File: config.mk
export PLATFORM = sky130hd
export DESIGN_NAME = uart_tx
export DESIGN_NICKNAME = d
export VERILOG_FILES = /design/src/rtl/uart_tx.sv
export SDC_FILE = /design/constraint.sdc
export NUM_CORES = 1
export LEC_CHECK = 0
export CAP_MARGIN = 20
export CORE_MARGIN = 2
export CORE_UTILIZATION = 53
export CTS_CLUSTER_DIAMETER = 150
export DETAILED_ROUTE_END_ITERATION = 8
export PLACE_DENSITY_LB_ADDON = 0.08
export SLEW_MARGIN = 15
export SYNTH_ARGS = -nofsm -noshare
export SYNTH_HDL_FRONTEND = slang
export SYNTH_SLANG_ARGS = --single-unit
File: constraint.sdc
create_clock -name clk -period 2.7 [get_ports clk]
set_clock_uncertainty 0.05 [all_clocks]
set_input_delay 0.54 -clock clk [delete_from_list [all_inputs] [get_ports clk]]
set_output_delay 0.54 -clock clk [all_outputs]
set_load 0.03 [all_outputs]
File: src/rtl/uart_tx.sv
// uart_tx: parallel-to-serial transmitter (start, LSB-first data, stop bits), tx idles high.
// Optional even parity bit when UART_TX_PARITY_EN is defined.
module uart_tx #(
    parameter int CLKS_PER_BIT = 16,
    parameter int DATA_BITS    = 8,
    parameter int STOP_BITS    = 1
) (
    input  logic                 clk,
    input  logic                 rst_n,
    input  logic [DATA_BITS-1:0] tx_data,
    input  logic                 tx_valid,
    output logic                 tx_ready,
    output logic                 tx,
    output logic                 frame_done
);
    localparam int CW = $clog2(CLKS_PER_BIT);
    localparam int IW = $clog2(DATA_BITS + 1);
    localparam logic [CW-1:0] CNT_MAX   = CW'(CLKS_PER_BIT - 1);
    localparam logic [IW-1:0] DATA_LAST = IW'(DATA_BITS - 1);
    localparam logic [IW-1:0] STOP_LAST = IW'(STOP_BITS - 1);

`ifdef UART_TX_PARITY_EN
    typedef enum logic [2:0] {IDLE, START, DATA, PARITY, STOP} state_t;
`else
    typedef enum logic [1:0] {IDLE, START, DATA, STOP} state_t;
`endif

    state_t               r_state;
    logic [CW-1:0]        r_cnt;
    logic [IW-1:0]        r_idx;
    logic [DATA_BITS-1:0] r_shift;
    logic                 r_tx;
    logic                 r_ready;
    logic                 r_done;
`ifdef UART_TX_PARITY_EN
    logic                 r_parity;
`endif
    logic                 w_bit_end;
    logic                 w_accept;

    assign w_bit_end = (r_cnt == CNT_MAX);
    assign w_accept  = tx_valid && r_ready;

    // r_idx counts data bits in DATA and stop bits in STOP
    always_ff @(posedge clk) begin
        if (!rst_n) begin
            r_state  <= IDLE;
            r_cnt    <= '0;
            r_idx    <= '0;
            r_shift  <= '0;
            r_tx     <= 1'b1;
            r_ready  <= 1'b0;
            r_done   <= 1'b0;
`ifdef UART_TX_PARITY_EN
            r_parity <= 1'b0;
`endif
        end else begin
            r_done <= 1'b0;
            r_cnt  <= (r_state == IDLE || w_bit_end) ? '0 : r_cnt + 1'b1;
            case (r_state)
                IDLE: begin
                    r_tx    <= 1'b1;
                    r_ready <= 1'b1;
                    r_idx   <= '0;
                    if (w_accept) begin
                        r_shift  <= tx_data;
`ifdef UART_TX_PARITY_EN
                        r_parity <= ^tx_data;
`endif
                        r_tx     <= 1'b0;
                        r_ready  <= 1'b0;
                        r_state  <= START;
                    end
                end
                START: begin
                    if (w_bit_end) begin
                        r_tx    <= r_shift[0];
                        r_shift <= r_shift >> 1;
                        r_idx   <= '0;
                        r_state <= DATA;
                    end
                end
                DATA: begin
                    if (w_bit_end) begin
                        if (r_idx == DATA_LAST) begin
                            r_idx   <= '0;
`ifdef UART_TX_PARITY_EN
                            r_tx    <= r_parity;
                            r_state <= PARITY;
`else
                            r_tx    <= 1'b1;
                            r_state <= STOP;
`endif
                        end else begin
                            r_tx    <= r_shift[0];
                            r_shift <= r_shift >> 1;
                            r_idx   <= r_idx + 1'b1;
                        end
                    end
                end
`ifdef UART_TX_PARITY_EN
                PARITY: begin
                    if (w_bit_end) begin
                        r_tx    <= 1'b1;
                        r_idx   <= '0;
                        r_state <= STOP;
                    end
                end
`endif
                STOP: begin
                    if (w_bit_end) begin
                        if (r_idx == STOP_LAST) begin
                            r_state <= IDLE;
                            r_ready <= 1'b1;
                            r_done  <= 1'b1;
                            r_tx    <= 1'b1;
                            r_idx   <= '0;
                        end else begin
                            r_idx <= r_idx + 1'b1;
                        end
                    end
                end
                default: r_state <= IDLE;
            endcase
        end
    end

    assign tx         = r_tx;
    assign tx_ready   = r_ready;
    assign frame_done = r_done;
endmodule

==> flow_summary.toml <==
[timing]
finalCriticalPeriod_ns = 2.067
maxSlewViolCount = 0
setup_viol = 0
timing.hold.ws_ns = 0.4088
slew_headroom_pct = 59.09
finalHoldViolCount = 0
finalWorstSetupSlack_ns = 0.6334
worst_slew_pin_slew_ns = 0.6089
fmax_mhz = 483.9
fin_crit_sh_pct = 76.54
rsz0062_at_grt = "false"
tns_ns = 0

[worst_hold_path]
holdPathStages = 1
min_path_type = "flop to flop"

[placed_design]
gp_congestion = 0.7553
pre_cts_slack_ns = 0.6095
dp_cells = 157
io_buffers = 13
hpwlAfterDp_um = 1481
placed_cell_area_mm2 = 0.001247

[synth]
netlist_instances = 120
synth_seq_cells = 21
synth_nets = 138
synth_area_mm2 = 0.001100
synth_cell_types = 39
synth-seq-area-share_pct = 38.23
yosysWarnings = 0
yosys.area.top_type = "dfxtp_1"
synth_top_area_share_pct = 38.23
synth-main-ff-cell = "dfxtp_1"
synth-edff-count = 0
avgSynthCellArea_um2 = 9.165
synth_area_leaders = "dfxtp_1 38%, ha_1 8.0%, mux2i_1 7.3%"
async_reset_ff_share_pct = 0

[layout]
final_layout_size_suffix_gt1_share_pct = 8.209
diodes = 0
fin_cells = 161
final_core_util_pct = 64.92
postLayoutCellArea_mm2 = 0.001274
finalNetCount = 153
syn_to_final_growth_pct = 15.81

[setup_path]
max_stage_delay_ns = 0.41
reg2reg_depth = 7
critPathRequiredTime_ns = 2.86
crit_slowest_cell = "dfxtp_1"
worstPathArrival_ns = 2.23
cp-end-kind = "flop"
start_kind = "flop"
worstPathCellList = "inv_1, ha_1, or3b_4, a211oi_4, buf_4, nor2_1, a211oi_1"
path_class = "flop to flop"
crit_fanout = 16

[pwr]
internal_power_mw = 0.6864
pwr-share-comb_pct = 49.7
ir_worst_vdd_mv = 0.5536
clkPwrFrac_pct = 13.2
sw_frac_of_total_pct = 38.68
seq_power_share_pct = 37.0
power_switching_mw = 0.4330
leakagePower_nw = 0.4556
power_mw = 1.119
powerDensity_mw_per_mm2 = 878.8

[flow_run]
max_cap_viol_count = 0

[clock_tree]
cts_setup_buffers = 0
hold_buffers = 0
cts_inserted_buffers = 3
clock_tree.buffer_depth = 2
cts_tree = "built"
htree_levels = 1
clock_sinks = 21
post_cts_resized = 0
cts-root-buf = "clkbuf_4"
insertion_delay_ns = 0.29
path_clk_slew_ns = 0.11

[run_status]
outcome = "completed"

[global_route]
grt_pass1_wl_um = 3525
grt_max_degree = 17
grt_pass1_vias = 848
grt_usage_pct = 18.21
antenna_found_initial = 0
grt_overflow = 0

[detailed_routing]
wl_per_cell_um = 12.17
drt_iter0_markers = 13
viasPerCell = 5.640
drc_errors = 0
ant_nets = 0
vias = 908
drt-pass1-iter-count = 5
wirelength_um = 1960

[die]
die_h_um = 49.56
rows = 16
initial_core_util_pct = 56.06
core_mm2 = 0.001962
dieArea_mm2 = 0.002456
die_w_um = 49.56
ios = 14
## cell type report
cell class,instances,area (um^2)
timing repair buffer,14,137.6
multi-input combinational,88,629.4
clock buffer,4,26.28
fill,181,688.2
sequential,21,420.4
inverter,7,26.28
tap,27,33.78
## per-layer routing
| layer | routed length (um) | share of wire [%] | GRT usage, % |
|---|---|---|---|
| met3 | 86 | 4.4 | 4.545 |
| met4 | 21 | 1.1 | 7.870 |
| met2 | 967 | 49 | 32.67 |
| met1 | 885 | 45 | 20.11 |
| met5 | 0 | 0 | 0 |
## cell usage after synthesis, drive strengths merged (3+ instances only)
cell     n
dfxtp   21
ha       7
nor3     6
nand2    7
or3b     3
nand3    7
a211oi   8
mux2i    8
nor2    13
inv      7
buf      4
a21oi    5
## cells in the final DEF, fill, tap and decap left out, types with 2 or more instances in the layout
master	instances
dfxtp_1	21
nor2_1	13
clkdlybuf4s50_1	13
mux2i_1	8
inv_1	7
nand2_1	7
nand3_1	7
ha_1	7
nor3_1	6
a21oi_1	5
a211oi_1	5
clkbuf_4	3
a31oi_1	2
or3b_2	2
or4_1	2
a211oi_2	2
## power by group through the flow
stage | clock, mW | combinational, mW | sequential [mW]
after floorplan | 0 | 0.434 | 0.434
after global placement | 0 | 0.546 | 0.418
after detailed placement | 0 | 0.556 | 0.422
after CTS | 0.156 | 0.559 | 0.415
after global routing | 0.167 | 0.623 | 0.424
final | 0.148 | 0.557 | 0.415
## worst paths after layout
path	from	endpoint	slack, ns
hold reg to reg	r_cnt[0]	r_cnt[0]	0.41
setup / recovery	r_state[0]	r_shift[6]	0.63
hold / removal	r_cnt[0]	r_cnt[0]	0.41
setup reg to reg	r_state[0]	r_shift[6]	0.63
## critical path: cells and delay by family (launching register included)
family | cells | cell delay (ns)
AO/OA/AOI/OAI | 2 | 0.44
adder cells (fa/ha/maj) | 1 | 0.29
buffers and inverters | 2 | 0.33
flip-flops | 1 | 0.41
AND/OR/NAND/NOR | 2 | 0.47
## logic make-up after synthesis
family          synth area share [%]
compound gates                 16.04
simple gates                   24.35
mux                            7.281
buf+inv                        4.551
fa+ha+maj                      7.963
xor+xnor                       1.593
flops                          38.22
## sequential cells by signal (all words and copies together), names as in the netlist
signal      count
frame_done      1
r_cnt           4
r_idx           4
r_shift         8
r_state         2
tx              1
tx_ready        1
No activity file was read; power rests on OpenSTA's default activity.
